File: config.mk
export PLATFORM = sky130hd
export DESIGN_NAME = l2_argmax
export DESIGN_NICKNAME = d
export VERILOG_FILES = /design/src/rtl/l2_argmax.sv
export SDC_FILE = /design/constraint.sdc
export NUM_CORES = 1
export LEC_CHECK = 0
export CORE_ASPECT_RATIO = 0.6
export CORE_MARGIN = 5
export CORE_UTILIZATION = 55
export CTS_CLUSTER_SIZE = 8
export DETAILED_ROUTE_END_ITERATION = 10
export PLACE_DENSITY = 0.84
export SLEW_MARGIN = 5
export SYNTH_ARGS = -nofsm -noshare
export SYNTH_HDL_FRONTEND = slang
export SYNTH_SLANG_ARGS = --single-unit
File: constraint.sdc
create_clock -name clk -period 6.6 [get_ports clk]
set_input_delay 0.66 -clock clk [delete_from_list [all_inputs] [get_ports clk]]
set_output_delay 0.66 -clock clk [all_outputs]
set_load 0.03 [all_outputs]
File: src/rtl/l2_argmax.sv
// Argmax stage after the L2 fully-connected layer: captures ten class scores,
// scans them one per cycle, and offers the winning digit on a valid/ready port.
module l2_argmax #(
    parameter int unsigned SIGNED_SCORES = 1,
    parameter int unsigned FRAME_CNT_W   = 8
) (
    input  logic                   clk,
    input  logic                   rst_n,
    input  logic                   l2_done,
    input  logic [7:0]             num_0,
    input  logic [7:0]             num_1,
    input  logic [7:0]             num_2,
    input  logic [7:0]             num_3,
    input  logic [7:0]             num_4,
    input  logic [7:0]             num_5,
    input  logic [7:0]             num_6,
    input  logic [7:0]             num_7,
    input  logic [7:0]             num_8,
    input  logic [7:0]             num_9,
    output logic                   busy,
    output logic                   result_valid,
    input  logic                   result_ready,
    output logic [3:0]             digit,
    output logic [7:0]             max_score,
    output logic [FRAME_CNT_W-1:0] frame_cnt
);

    typedef enum logic [1:0] {
        S_IDLE,
        S_SCAN,
        S_HOLD,
        S_REARM
    } state_t;

    state_t                 r_state;
    state_t                 w_next;
    logic                   w_capture;
    logic                   w_gt;
    logic                   w_last;
    logic [7:0]             w_cand;

    logic [7:0]             r_buf [10];
    logic [3:0]             r_idx;
    logic [3:0]             r_best_idx;
    logic [7:0]             r_best_val;
    logic                   r_busy;
    logic                   r_valid;
    logic [3:0]             r_digit;
    logic [7:0]             r_max;
    logic [FRAME_CNT_W-1:0] r_frame_cnt;

    assign busy         = r_busy;
    assign result_valid = r_valid;
    assign digit        = r_digit;
    assign max_score    = r_max;
    assign frame_cnt    = r_frame_cnt;

    assign w_cand = r_buf[r_idx];
    assign w_last = (r_idx == 4'd9);

    // Strict greater-than keeps the lowest index on ties.
    always_comb begin
        if (SIGNED_SCORES != 0) begin
            w_gt = $signed(w_cand) > $signed(r_best_val);
        end else begin
            w_gt = w_cand > r_best_val;
        end
    end

    always_comb begin
        w_next    = r_state;
        w_capture = 1'b0;
        case (r_state)
            S_IDLE: begin
                if (l2_done) begin
                    w_next    = S_SCAN;
                    w_capture = 1'b1;
                end
            end
            S_SCAN: begin
                if (w_last) begin
                    w_next = S_HOLD;
                end
            end
            S_HOLD: begin
                if (result_ready) begin
                    w_next = l2_done ? S_REARM : S_IDLE;
                end
            end
            S_REARM: begin
                if (!l2_done) begin
                    w_next = S_IDLE;
                end
            end
            default: w_next = S_IDLE;
        endcase
    end

    always_ff @(posedge clk or negedge rst_n) begin
        if (!rst_n) begin
            r_state <= S_IDLE;
        end else begin
            r_state <= w_next;
        end
    end

    // Status flags are registered from the next state so they align with it.
    always_ff @(posedge clk or negedge rst_n) begin
        if (!rst_n) begin
            r_busy      <= 1'b0;
            r_valid     <= 1'b0;
            r_frame_cnt <= '0;
        end else begin
            r_busy  <= (w_next == S_SCAN) || (w_next == S_HOLD);
            r_valid <= (w_next == S_HOLD);
            if (r_state == S_HOLD && result_ready) begin
                r_frame_cnt <= r_frame_cnt + FRAME_CNT_W'(1);
            end
        end
    end

    always_ff @(posedge clk or negedge rst_n) begin
        if (!rst_n) begin
            for (int unsigned i = 0; i < 10; i++) begin
                r_buf[i] <= '0;
            end
            r_idx      <= '0;
            r_best_idx <= '0;
            r_best_val <= '0;
            r_digit    <= '0;
            r_max      <= '0;
        end else if (w_capture) begin
            r_buf[0]   <= num_0;
            r_buf[1]   <= num_1;
            r_buf[2]   <= num_2;
            r_buf[3]   <= num_3;
            r_buf[4]   <= num_4;
            r_buf[5]   <= num_5;
            r_buf[6]   <= num_6;
            r_buf[7]   <= num_7;
            r_buf[8]   <= num_8;
            r_buf[9]   <= num_9;
            r_best_val <= num_0;
            r_best_idx <= '0;
            r_idx      <= 4'd1;
        end else if (r_state == S_SCAN) begin
            if (w_gt) begin
                r_best_val <= w_cand;
                r_best_idx <= r_idx;
            end
            r_idx <= r_idx + 4'd1;
            // The last compare is folded straight into the published result.
            if (w_last) begin
                r_digit <= w_gt ? r_idx : r_best_idx;
                r_max   <= w_gt ? w_cand : r_best_val;
            end
        end
    end

endmodule

==> metrics <==
Final min period 4.24 ns; Starting Density 57.0%; combinational power share 43.1%; per-cell routed wire length 18.8 um; Placeable Area 9950 um^2; fillers 686; via count 4842; final hold slack 0.326 ns; worst-path fanout max 39; antenna cells 0; leading area contributor after synthesis dfrtp_1; Sink Count 120; Worst Setup End Kind register; status finished, final reports clean; synthesis-stage register bit count 120; # H-tree levels 4; Reg power frac 32.9%; register area 3000 um^2; Leak Pwr 3.55 nW; setup ws final 2.36 ns; startpoint types register; final instance area 7410 um^2; clk slew on worst S/H paths 0.06 ns; Seq/Total Area, Yosys 53.0%; Netlist cell types 44; antenna violations before repair 1; DP Wirelength 11000 um; # Max-Cap Violations 0; PwrDens 572 nW/um^2; Port Buffers 105; layout cells sized above 1 9.43%; pre-CTS setup slack 2.47 ns; Net Sw Power 1.74 mW; die height 88.6 um; DRT iter0 DRCs 431; clock tree from TritonCTS yes; Yosys top cell area share 53.0%; number of routed nets with antenna violations 0; Sw Share 41.0%; total global-route track usage 27.4%; clock share of power 24.0%; final core occ 74.4%; Synth Cell Area 5670 um^2; DRT Pass-1 Iters 7; RePlAce Congestion 0.934; first-pass GRT wire length 26400 um; critical path class register to register; ys async rst share 100%; fin crit share 64.3%; r2r setup slk 2.36 ns; internal power 2.50 mW; I/O pins 106; commonest cells after routing, fill and taps aside nand2_1, dfrtp_1, clkdlybuf4s50_1; Final #Nets 804; cell depth of the worst flop-to-flop path 9; worst IR drop on VDD 0.000308 V; Mapped Cells 616; syn_nets 712; Slew Viols, Final 0; Post-DP Area 6760 um^2; post-CTS sizing 0; area growth from synthesis to layout 30.7%; Setup Viol. Count Final 0; Fin Setup TNS 0 ns; quantity of hold-fixing buffers added after cts 0; # rows 28; die footprint 12500 um^2; die width 141 um; CP required 6.85 ns; fmax 236 MHz; GR Overflow Total 0; leading cell type in the layout, fill and taps excluded nand2_1; DR DRC count 0; Non-Filler Instances 856; pin count of the biggest net entering global routing 89; Worst slew margin 36.3%; clk_skew 0.00614 ns; Placed Cells 824; Vias per Instance 5.66; Pwr Total 4.24 mW; RR Endpoint r_best_val[1]; EDFF count, synth 0; synth warn 0; Hold Path Class input port to async pin; RSZ-0062 raised after global routing false; Syn Area/Cell 9.20 um^2; Final Hold Vio Count 0; multi-input logic area 2440 um^2; final WL 16100 um; Main synth FF type dfrtp_1; CTS Buffer Depth 2; setup bufs post-CTS 0; worst-margin pin slew 0.955 ns; dominant cells by area after synthesis dfrtp_1, nand2_1, mux2_2; clock root cell clkbuf_16; R2R Path Start r_idx[0]; total CTS buffers 17; vias in the first global route 4933; Worst-Skew Late Latency 0.41 ns; Worst EP arrival 4.50 ns
==> layout make-up <==
class                           instances  share of cell area, %
Sequential cell                       120                   40.6
Multi-Input combinational cell        441                   32.9
Timing Repair Buffer                  109                   14.6
Clock buffer                           20                   6.03
Clock inverter                         12                   2.69
Tap cell                              135                   2.28
Inverter                               19                  0.963
==> Yosys cell counts, types with 6 or more instances <==
library cell  count
o32ai_1           7
o21ai_0          10
mux4_2            8
inv_1            19
dfrtp_1         120
o311ai_0          6
ha_1             12
o22ai_1          10
nand2_1         276
nand3_1          16
clkbuf_1         27
mux2i_1           9
o221ai_1          8
mux2_2           17
nor2_1           16
==> worst max-delay path by stage <==
stage | from | to | cells past startpoint
5_1_grt | r_idx[0] | r_best_val[1] | 9
6_report | r_idx[0] | r_best_val[1] | 9
3_5_place_dp | r_idx[0] | r_best_val[1] | 9
3_3_place_gp | r_idx[0] | r_best_val[7] | 9
2_1_floorplan | r_idx[0] | r_best_val[7] | 12
4_1_cts | r_idx[0] | r_best_val[1] | 9
==> power by group through the flow <==
stage          Clock, mW  Combinational, mW  Sequential, mW
2_1_floorplan          0               1.31            1.29
6_report            1.02               1.83            1.39
3_5_place_dp           0               1.78            1.38
4_1_cts             1.02               1.81            1.38
5_1_grt             1.07               2.03            1.43
3_3_place_gp           0               1.72            1.38
==> registers in the layout, indices dropped and copies added, names as in the netlist, 2 cells and up <==
register,flops
frame_cnt,8
r_best_idx,4
r_idx,4
r_best_val,8
max_score,8
r_buf,80
digit,4
r_state,2
==> worst max-delay path, cell delays in order, from the launching register on <==
cell and delay [ns]:
dfrtp_2 0.99, mux4_2 0.37, nor2_1 0.04, o32ai_1 0.53
ha_1 0.36, nand4_1 0.15, o22ai_1 0.13, a311oi_2 0.82
and2_1 0.50, o311ai_0 0.19
==> cell families (layout without fill, tap and decap cells) <==
family                   count (synthesis)  count (layout)  share of synthesized area, %
XOR/XNOR                                 7               7                          1.08
multiplexers                            34              34                          8.15
flip-flops                             120             120                          53.0
AO/OA/AOI/OAI                           55              55                          7.04
buffers and inverters                   55             160                          4.30
adder cells (fa/ha/maj)                 12              12                          2.65
AND/OR/NAND/NOR                        333             333                          23.8
==> per-layer routing <==
metal	vias up	part of all wire (%)	global-route usage (%)
met5	-	0.043	0
li1	2222	-	-
met2	247	45	42.3
met1	2349	44	39.4
met3	22	9.7	8.21
met4	2	0.73	5.01
Power figures use the tool's default switching activity.
